--- src/rtl/rv32_inst_encoder_pkg.sv ---
// ============================================================================
// rv32_inst_encoder_pkg: format codes, opcodes, immediate limits, FSM states
// Rev 1.0
// ============================================================================
`default_nettype none

package rv32_inst_encoder_pkg;

  typedef enum logic [2:0] {
    FMT_R = 3'd0,
    FMT_I = 3'd1,
    FMT_S = 3'd2,
    FMT_B = 3'd3,
    FMT_U = 3'd4,
    FMT_J = 3'd5
  } fmt_e;

  typedef enum logic [1:0] {
    S_IDLE = 2'd0,
    S_RUN  = 2'd1,
    S_FULL = 2'd2
  } state_e;

  localparam logic [6:0] OPCODE_LUI    = 7'b0110111;
  localparam logic [6:0] OPCODE_AUIPC  = 7'b0010111;
  localparam logic [6:0] OPCODE_JAL    = 7'b1101111;
  localparam logic [6:0] OPCODE_JALR   = 7'b1100111;
  localparam logic [6:0] OPCODE_BRANCH = 7'b1100011;
  localparam logic [6:0] OPCODE_LOAD   = 7'b0000011;
  localparam logic [6:0] OPCODE_STORE  = 7'b0100011;
  localparam logic [6:0] OPCODE_OP_IMM = 7'b0010011;
  localparam logic [6:0] OPCODE_OP     = 7'b0110011;

  localparam int IMM12_MIN = -2048;
  localparam int IMM12_MAX = 2047;
  localparam int IMMB_MIN  = -4096;
  localparam int IMMB_MAX  = 4094;
  localparam int IMMJ_MIN  = -(1 << 20);
  localparam int IMMJ_MAX  = (1 << 20) - 2;

endpackage

`default_nettype wire

--- src/rtl/rv32_inst_encoder_if.sv ---
// ============================================================================
// rv32_inst_encoder_if: field-beat input and instruction-memory write bus
// Rev 1.0
// ============================================================================
`default_nettype none

interface rv32_inst_encoder_if #(
  parameter int ADDR_W = 6
);
  logic              start;
  logic              in_valid;
  logic              in_ready;
  logic [2:0]        in_fmt;
  logic [6:0]        in_opcode;
  logic [4:0]        in_rd;
  logic [4:0]        in_rs1;
  logic [4:0]        in_rs2;
  logic [2:0]        in_funct3;
  logic [6:0]        in_funct7;
  logic [31:0]       in_imm;
  logic              mem_we;
  logic [ADDR_W-1:0] mem_addr;
  logic [31:0]       mem_wdata;
  logic              full;
  logic              err;
  logic [7:0]        err_cnt;
  logic [ADDR_W:0]   wr_cnt;

  modport master (
    output start, in_valid, in_fmt, in_opcode, in_rd, in_rs1, in_rs2,
           in_funct3, in_funct7, in_imm,
    input  in_ready, mem_we, mem_addr, mem_wdata, full, err, err_cnt, wr_cnt
  );

  modport slave (
    input  start, in_valid, in_fmt, in_opcode, in_rd, in_rs1, in_rs2,
           in_funct3, in_funct7, in_imm,
    output in_ready, mem_we, mem_addr, mem_wdata, full, err, err_cnt, wr_cnt
  );
endinterface

`default_nettype wire

--- src/rtl/rv32_inst_encoder_imm_packer.sv ---
// ============================================================================
// rv32_inst_encoder_imm_packer: places immediate bits per format, range check
// Rev 1.0
// ============================================================================
`default_nettype none

module rv32_inst_encoder_imm_packer
  import rv32_inst_encoder_pkg::*;
(
  input  logic [2:0]  fmt,
  input  logic [31:0] imm,
  output logic [31:0] imm_bits,
  output logic        range_ok
);

  logic signed [31:0] simm;
  assign simm = imm;

  always_comb begin
    imm_bits = '0;
    range_ok = 1'b0;
    case (fmt)
      FMT_R: range_ok = 1'b1;
      FMT_I: begin
        imm_bits[31:20] = imm[11:0];
        range_ok        = (simm >= IMM12_MIN) && (simm <= IMM12_MAX);
      end
      FMT_S: begin
        imm_bits[31:25] = imm[11:5];
        imm_bits[11:7]  = imm[4:0];
        range_ok        = (simm >= IMM12_MIN) && (simm <= IMM12_MAX);
      end
      FMT_B: begin
        imm_bits[31]    = imm[12];
        imm_bits[30:25] = imm[10:5];
        imm_bits[11:8]  = imm[4:1];
        imm_bits[7]     = imm[11];
        range_ok        = (simm >= IMMB_MIN) && (simm <= IMMB_MAX) && !imm[0];
      end
      FMT_U: begin
        imm_bits[31:12] = imm[31:12];
        range_ok        = (imm[11:0] == 12'd0);
      end
      FMT_J: begin
        imm_bits[31]    = imm[20];
        imm_bits[30:21] = imm[10:1];
        imm_bits[20]    = imm[11];
        imm_bits[19:12] = imm[19:12];
        range_ok        = (simm >= IMMJ_MIN) && (simm <= IMMJ_MAX) && !imm[0];
      end
      default: range_ok = 1'b0;
    endcase
  end

endmodule

`default_nettype wire

--- src/rtl/rv32_inst_encoder.sv ---
// ============================================================================
// rv32_inst_encoder: encodes RV32I field beats and writes them to imem in order
// Rev 1.0
// ============================================================================
`default_nettype none

module rv32_inst_encoder
  import rv32_inst_encoder_pkg::*;
#(
  parameter int ADDR_W    = 6,
  parameter int BASE_ADDR = 0
) (
  input  logic               clk,
  input  logic               rst_n,
  rv32_inst_encoder_if.slave bus
);

  localparam logic [ADDR_W:0]   CAP      = (ADDR_W + 1)'((1 << ADDR_W) - BASE_ADDR);
  localparam logic [ADDR_W-1:0] BASE     = ADDR_W'(BASE_ADDR);
  localparam logic [ADDR_W-1:0] TOP_ADDR = '1;

  state_e            state;
  logic              stage_v;
  logic [31:0]       wdata;
  logic [ADDR_W-1:0] addr;
  logic [ADDR_W:0]   cnt;
  logic              full_q;
  logic              err_q;
  logic [7:0]        ecnt;

  logic [31:0] fields;
  logic [31:0] imm_bits;
  logic        range_ok;
  logic        accept;
  logic        wrote_top;

  rv32_inst_encoder_imm_packer u_imm_packer (
    .fmt      (bus.in_fmt),
    .imm      (bus.in_imm),
    .imm_bits (imm_bits),
    .range_ok (range_ok)
  );

  always_comb begin
    fields      = '0;
    fields[6:0] = bus.in_opcode;
    case (bus.in_fmt)
      FMT_R: begin
        fields[31:25] = bus.in_funct7;
        fields[24:20] = bus.in_rs2;
        fields[19:15] = bus.in_rs1;
        fields[14:12] = bus.in_funct3;
        fields[11:7]  = bus.in_rd;
      end
      FMT_I: begin
        fields[19:15] = bus.in_rs1;
        fields[14:12] = bus.in_funct3;
        fields[11:7]  = bus.in_rd;
      end
      FMT_S, FMT_B: begin
        fields[24:20] = bus.in_rs2;
        fields[19:15] = bus.in_rs1;
        fields[14:12] = bus.in_funct3;
      end
      FMT_U, FMT_J: fields[11:7] = bus.in_rd;
      default: fields[6:0] = bus.in_opcode;
    endcase
  end

  // Words already accepted but not yet written still consume a slot, so the
  // last free location is never double-booked by a beat arriving with its write.
  assign bus.in_ready = rst_n & ~bus.start & ~full_q &
                        ((cnt + (ADDR_W + 1)'(stage_v)) < CAP);
  assign accept    = bus.in_valid & bus.in_ready;
  assign wrote_top = stage_v && (addr == TOP_ADDR);

  assign bus.mem_we    = stage_v & rst_n;
  assign bus.mem_addr  = addr;
  assign bus.mem_wdata = wdata;
  assign bus.full      = full_q;
  assign bus.err       = err_q;
  assign bus.err_cnt   = ecnt;
  assign bus.wr_cnt    = cnt;

  always_ff @(posedge clk) begin
    if (!rst_n) begin
      state   <= S_IDLE;
      stage_v <= 1'b0;
      wdata   <= '0;
      addr    <= BASE;
      cnt     <= '0;
      full_q  <= 1'b0;
      err_q   <= 1'b0;
      ecnt    <= '0;
    end else begin
      stage_v <= accept & range_ok;
      if (accept & range_ok) wdata <= fields | imm_bits;
      if (accept & ~range_ok) begin
        err_q <= 1'b1;
        if (ecnt != 8'hFF) ecnt <= ecnt + 8'd1;
      end
      // A write completing during start lands at its old address; the clear wins.
      if (bus.start) begin
        state  <= S_RUN;
        addr   <= BASE;
        cnt    <= '0;
        full_q <= 1'b0;
        err_q  <= 1'b0;
        ecnt   <= '0;
      end else begin
        if (stage_v) begin
          cnt <= cnt + (ADDR_W + 1)'(1);
          if (addr != TOP_ADDR) addr <= addr + ADDR_W'(1);
        end
        case (state)
          S_IDLE:  if (accept) state <= S_RUN;
          S_RUN: begin
            if (wrote_top) begin
              state  <= S_FULL;
              full_q <= 1'b1;
            end
          end
          S_FULL:  state <= S_FULL;
          default: state <= S_IDLE;
        endcase
      end
    end
  end

endmodule

`default_nettype wire
--- src/flat_wrapper.sv ---
// flat-port wrapper written by rule: the top's interface ports become plain ports
module rv32_inst_encoder_flat import rv32_inst_encoder_pkg::*;
#(
  parameter int ADDR_W    = 6,
  parameter int BASE_ADDR = 0
)
  (clk, rst_n, bus_start, bus_in_valid, bus_in_fmt, bus_in_opcode, bus_in_rd, bus_in_rs1, bus_in_rs2, bus_in_funct3, bus_in_funct7, bus_in_imm, bus_in_ready, bus_mem_we, bus_mem_addr, bus_mem_wdata, bus_full, bus_err, bus_err_cnt, bus_wr_cnt);
  rv32_inst_encoder_if #(.ADDR_W(ADDR_W)) bus_i ();
  input  logic clk;
  input  logic rst_n;
  input wire logic [$bits(bus_i.start)-1:0] bus_start;
  input wire logic [$bits(bus_i.in_valid)-1:0] bus_in_valid;
  input wire logic [$bits(bus_i.in_fmt)-1:0] bus_in_fmt;
  input wire logic [$bits(bus_i.in_opcode)-1:0] bus_in_opcode;
  input wire logic [$bits(bus_i.in_rd)-1:0] bus_in_rd;
  input wire logic [$bits(bus_i.in_rs1)-1:0] bus_in_rs1;
  input wire logic [$bits(bus_i.in_rs2)-1:0] bus_in_rs2;
  input wire logic [$bits(bus_i.in_funct3)-1:0] bus_in_funct3;
  input wire logic [$bits(bus_i.in_funct7)-1:0] bus_in_funct7;
  input wire logic [$bits(bus_i.in_imm)-1:0] bus_in_imm;
  output wire logic [$bits(bus_i.in_ready)-1:0] bus_in_ready;
  output wire logic [$bits(bus_i.mem_we)-1:0] bus_mem_we;
  output wire logic [$bits(bus_i.mem_addr)-1:0] bus_mem_addr;
  output wire logic [$bits(bus_i.mem_wdata)-1:0] bus_mem_wdata;
  output wire logic [$bits(bus_i.full)-1:0] bus_full;
  output wire logic [$bits(bus_i.err)-1:0] bus_err;
  output wire logic [$bits(bus_i.err_cnt)-1:0] bus_err_cnt;
  output wire logic [$bits(bus_i.wr_cnt)-1:0] bus_wr_cnt;
  assign bus_i.start = bus_start;
  assign bus_i.in_valid = bus_in_valid;
  assign bus_i.in_fmt = bus_in_fmt;
  assign bus_i.in_opcode = bus_in_opcode;
  assign bus_i.in_rd = bus_in_rd;
  assign bus_i.in_rs1 = bus_in_rs1;
  assign bus_i.in_rs2 = bus_in_rs2;
  assign bus_i.in_funct3 = bus_in_funct3;
  assign bus_i.in_funct7 = bus_in_funct7;
  assign bus_i.in_imm = bus_in_imm;
  assign bus_in_ready = bus_i.in_ready;
  assign bus_mem_we = bus_i.mem_we;
  assign bus_mem_addr = bus_i.mem_addr;
  assign bus_mem_wdata = bus_i.mem_wdata;
  assign bus_full = bus_i.full;
  assign bus_err = bus_i.err;
  assign bus_err_cnt = bus_i.err_cnt;
  assign bus_wr_cnt = bus_i.wr_cnt;
  rv32_inst_encoder #(.ADDR_W(ADDR_W), .BASE_ADDR(BASE_ADDR)) u_core (.clk(clk), .rst_n(rst_n), .bus(bus_i));
endmodule
--- config.mk ---
export PLATFORM = sky130hd
export DESIGN_NAME = rv32_inst_encoder_flat
export DESIGN_NICKNAME = d
export VERILOG_FILES = /design/src/rtl/rv32_inst_encoder_pkg.sv /design/src/rtl/rv32_inst_encoder_if.sv /design/src/rtl/rv32_inst_encoder_imm_packer.sv /design/src/rtl/rv32_inst_encoder.sv /design/src/flat_wrapper.sv
export SDC_FILE = /design/constraint.sdc
export NUM_CORES = 1
export LEC_CHECK = 0
export ABC_AREA = 1
export CORE_MARGIN = 10
export CORE_UTILIZATION = 50
export CTS_BUF_LIST = sky130_fd_sc_hd__clkbuf_8
export DETAILED_ROUTE_END_ITERATION = 6
export PLACE_DENSITY = 0.89
export SLEW_MARGIN = 20
export SYNTH_ARGS = -nofsm -noshare
export SYNTH_HDL_FRONTEND = slang
export SYNTH_SLANG_ARGS = --single-unit
--- constraint.sdc ---
create_clock -name clk -period 3.37 [get_ports clk]
set_input_delay 0.337 -clock clk [delete_from_list [all_inputs] [get_ports clk]]
set_output_delay 0.337 -clock clk [all_outputs]
set_load 0.02 [all_outputs]
==> impl_metrics.csv <==
group,metric,value,unit
power_and_ir_drop,p_leak,0.00191,µW
sta,period_share,79.7,%
sta,timing.setup.tns,0,ps
sta,finClkSkew,7.06,ps
worst_setup_path,r2r_slack,970,ps
min_path,min_from,"u_core.bus.err",
finish,drive_gt1_share,8.11,%
power_and_ir_drop,power_frac_clock,38.6,%
min_path,hold_end,"u_core.bus.err",
finish,fillers,559,
drt,wirelength,11500,µm
placement,post-place-ws,573,ps
sta,finalMaxSlewViolations,0,
worst_setup_path,reg2regPathDepth,9,
placement,io_buffers,127,
sta,relSlewSlack,65.5,%
power_and_ir_drop,seq_power_share,44.1,%
grt,grt-ovfl-total,0,
clock_tree,cts_htree_levels,3,
synthesis,synth_seq_area_share,34.1,%
sta,rsz0062_at_grt,"false",
die,rows,30,
finish,layout_common_cells,"clkdlybuf4s50_1 (127), nor2_1 (111), nand2_1 (102)",
clock_tree,clk_path_buf_depth,2,
clock_tree,ctsResizeCount,0,
clock_tree,cts_sinks,58,
grt,gr-usage-all-layers,22.0,%
clock_tree,clock-root-buffer,"clkbuf_8",
worst_setup_path,r2r_start,"u_core.stage_v",
synthesis,synth_area,3410,µm²
die,coreArea,6720,µm²
clock_tree,path_clk_slew,60,ps
clock_tree,clock_latency,330,ps
finish,fin_area,4870,µm²
job,cap_viol_max_count,0,
synthesis,synth_edf_count,0,
clock_tree,cts_setup_buffers,0,
synthesis,synth_top_area_cell,"dfxtp_1",
clock_tree,cts_tree,"yes",
grt,grt_pass1_wl,18500,µm
worst_setup_path,cp_max_fo,10,
sta,fin_ws,684,ps
worst_setup_path,critPathKind,"reg2out",
drt,post_drt_wl_per_cell,16.0,µm
synthesis,synth.area.top_cells,"dfxtp_1 (34%), nor2_1 (12%), nand2_1 (11%), inv_1 (4.8%), o21ai_0 (4.8%)",
die,dieArea,10500,µm²
synthesis,synth_cells,511,
finish,antenna_cells,0,
min_path,hold_path.class,"reg2reg",
sta,finalHoldViolCount,0,
min_path,holdPathStages,2,
sta,tightest_slew,516,ps
placement,placed_cell_area,4690,µm²
finish,nets,713,
synthesis,yosys_warnings,0,
run_status,status,"completed",
die,io_pins,128,
worst_setup_path,crit_chain,"nand2_2 -> nor3_4 -> nand3_2 -> o21ai_0 -> nor2_1 -> clkdlybuf4s50_1",
die,chipWidth,103,µm
die,initial_utilization,50.7,%
sta,setup_viol,0,
power_and_ir_drop,power_density,326,nW/µm²
sta,min_period,2690,ps
synthesis,yosysTopAreaCellShare,34.1,%
synthesis,ys_ff_latch,58,
drt,drtAntennaViolNets,0,
synthesis,syn_area_per_cell,6.66,µm²
drt,num_vias,3843,
grt,antenna_found_initial,0,
placement,dpl.hpwl,9110,µm
sta,clock.fmax,372,MHz
clock_tree,cts-buffers-inserted,9,
power_and_ir_drop,totalPowerFinal,1590,µW
worst_setup_path,critical-path-slowest-cell,"clkdlybuf4s50_1",
drt,routed_via_density,5.33,
finish,layout_commonest_cell,"clkdlybuf4s50_1",
power_and_ir_drop,ir_worst_vdd,0.157,mV
worst_setup_path,cp-end-kind,"output port",
grt,grt_pass1_vias,3819,
grt,grt_max_degree,34,
clock_tree,cts_hold_buf,0,
power_and_ir_drop,internal_power,1180,µW
synthesis,async_flop_share,0,%
power_and_ir_drop,p_comb_share,17.3,%
worst_setup_path,cp-start-kind,"register",
drt,drc,0,
power_and_ir_drop,power_switching_share,25.8,%
drt,drtIter0Drc,236,
finish,area_growth,43.1,%
synthesis,ys_types,42,
power_and_ir_drop,power_switching,409,µW
worst_setup_path,r2r-end,"u_core.bus.mem_wdata[19]",
drt,dr.pass1.iters,5,
synthesis,synth_flop_cell,"dfxtp_1",
die,dieHeight,103,µm
worst_setup_path,crit_arrival,2350,ps
worst_setup_path,slowest_delay,560,ps
worst_setup_path,required,3030,ps
synthesis,syn-num-nets,587,
placement,gp_congestion,0.937,
[flip-flops by register name, indices dropped and copies added (netlist names)]
register	flops
u_core.bus.err	1
u_core.stage_v	1
u_core.bus.wr_cnt	7
u_core.state	2
u_core.bus.full	1
u_core.bus.mem_addr	6
u_core.bus.mem_wdata	32
u_core.bus.err_cnt	8
[metrics by stage]
| step | utilization, % | hold WS (ps) | std cells |
|---|---|---|---|
| 2_1_floorplan | - | 461 | 511 |
| 3_3_place_gp | 69.8 | 448 | 706 |
| 3_5_place_dp | 69.8 | 450 | 706 |
| 4_1_cts | 72.6 | 460 | 721 |
| 5_1_grt | 72.6 | 480 | 721 |
| 6_report | 72.6 | 461 | 721 |
[critical path: cells and delay by family (launching register included)]
family / cells / cell delay, ps
buffers and inverters: 1 / 560
flip-flops: 1 / 520
AND/OR/NAND/NOR: 4 / 500
AO/OA/AOI/OAI: 1 / 430
[cell usage after synthesis (5+ instances only)]
| cell type | count |
|---|---|
| nor2_1 | 111 |
| nand2_1 | 102 |
| dfxtp_1 | 58 |
| inv_1 | 44 |
| o21ai_0 | 33 |
| a21oi_1 | 24 |
| nand3_1 | 16 |
| nor2_2 | 16 |
| a22o_1 | 12 |
| nor3_1 | 12 |
| nand4_1 | 8 |
| o211ai_1 | 8 |
| o21ai_1 | 7 |
| clkbuf_1 | 5 |
| ha_1 | 5 |
| inv_2 | 5 |
[cell families (layout without fill, tap and decap cells)]
kind of cell	Yosys count	after routing	share of synthesized area [%]
AO/OA/AOI/OAI	94	94	16.8
XOR/XNOR	5	5	1.29
adder cells (fa/ha/maj)	5	5	1.84
buffers and inverters	65	195	8.71
flip-flops	58	58	34.1
AND/OR/NAND/NOR	284	284	37.3
[power by group through the flow]
stage	clock network, µW	registers, µW	logic (µW)
6_report	614	701	275
5_1_grt	649	702	302
4_1_cts	616	701	273
3_5_place_dp	0	716	271
3_3_place_gp	0	716	265
2_1_floorplan	0	724	117
[layout make-up]
| type | instances | area (µm²) | share of cell area (%) |
|---|---|---|---|
| inverter | 51 | 194 | 3.98 |
| clock inverter | 5 | 47.5 | 0.975 |
| tap | 80 | 100 | 2.05 |
| sequential | 58 | 1160 | 23.8 |
| clock buffer | 10 | 138 | 2.82 |
| timing repair buffer | 129 | 1290 | 26.4 |
| multi-input combinational | 388 | 1950 | 40.0 |
[routing by layer]
metal  vias to the layer above  GRT usage (%)  wire length (µm)
met5                         -              0                 0
met4                         0           8.03               354
met3                        30           4.49               797
met2                       153           39.1              5710
met1                      1734           25.4              4680
li1                       1926              -                 -
[worst max-delay path by stage]
stage / to / slack (ps) / cells past startpoint / startpoint
after global placement: u_core.bus.mem_wdata[31] / 700 / 11 / bus_in_fmt[2]
final: bus_in_ready / 680 / 6 / u_core.stage_v
after global routing: bus_in_ready / 510 / 6 / u_core.stage_v
after detailed placement: u_core.bus.mem_wdata[19] / 570 / 12 / bus_in_fmt[1]
after floorplan: u_core.bus.mem_wdata[11] / 1530 / 10 / u_core.bus.wr_cnt[3]
after CTS: bus_in_ready / 680 / 6 / u_core.stage_v
Power figures use the tool's default switching activity.
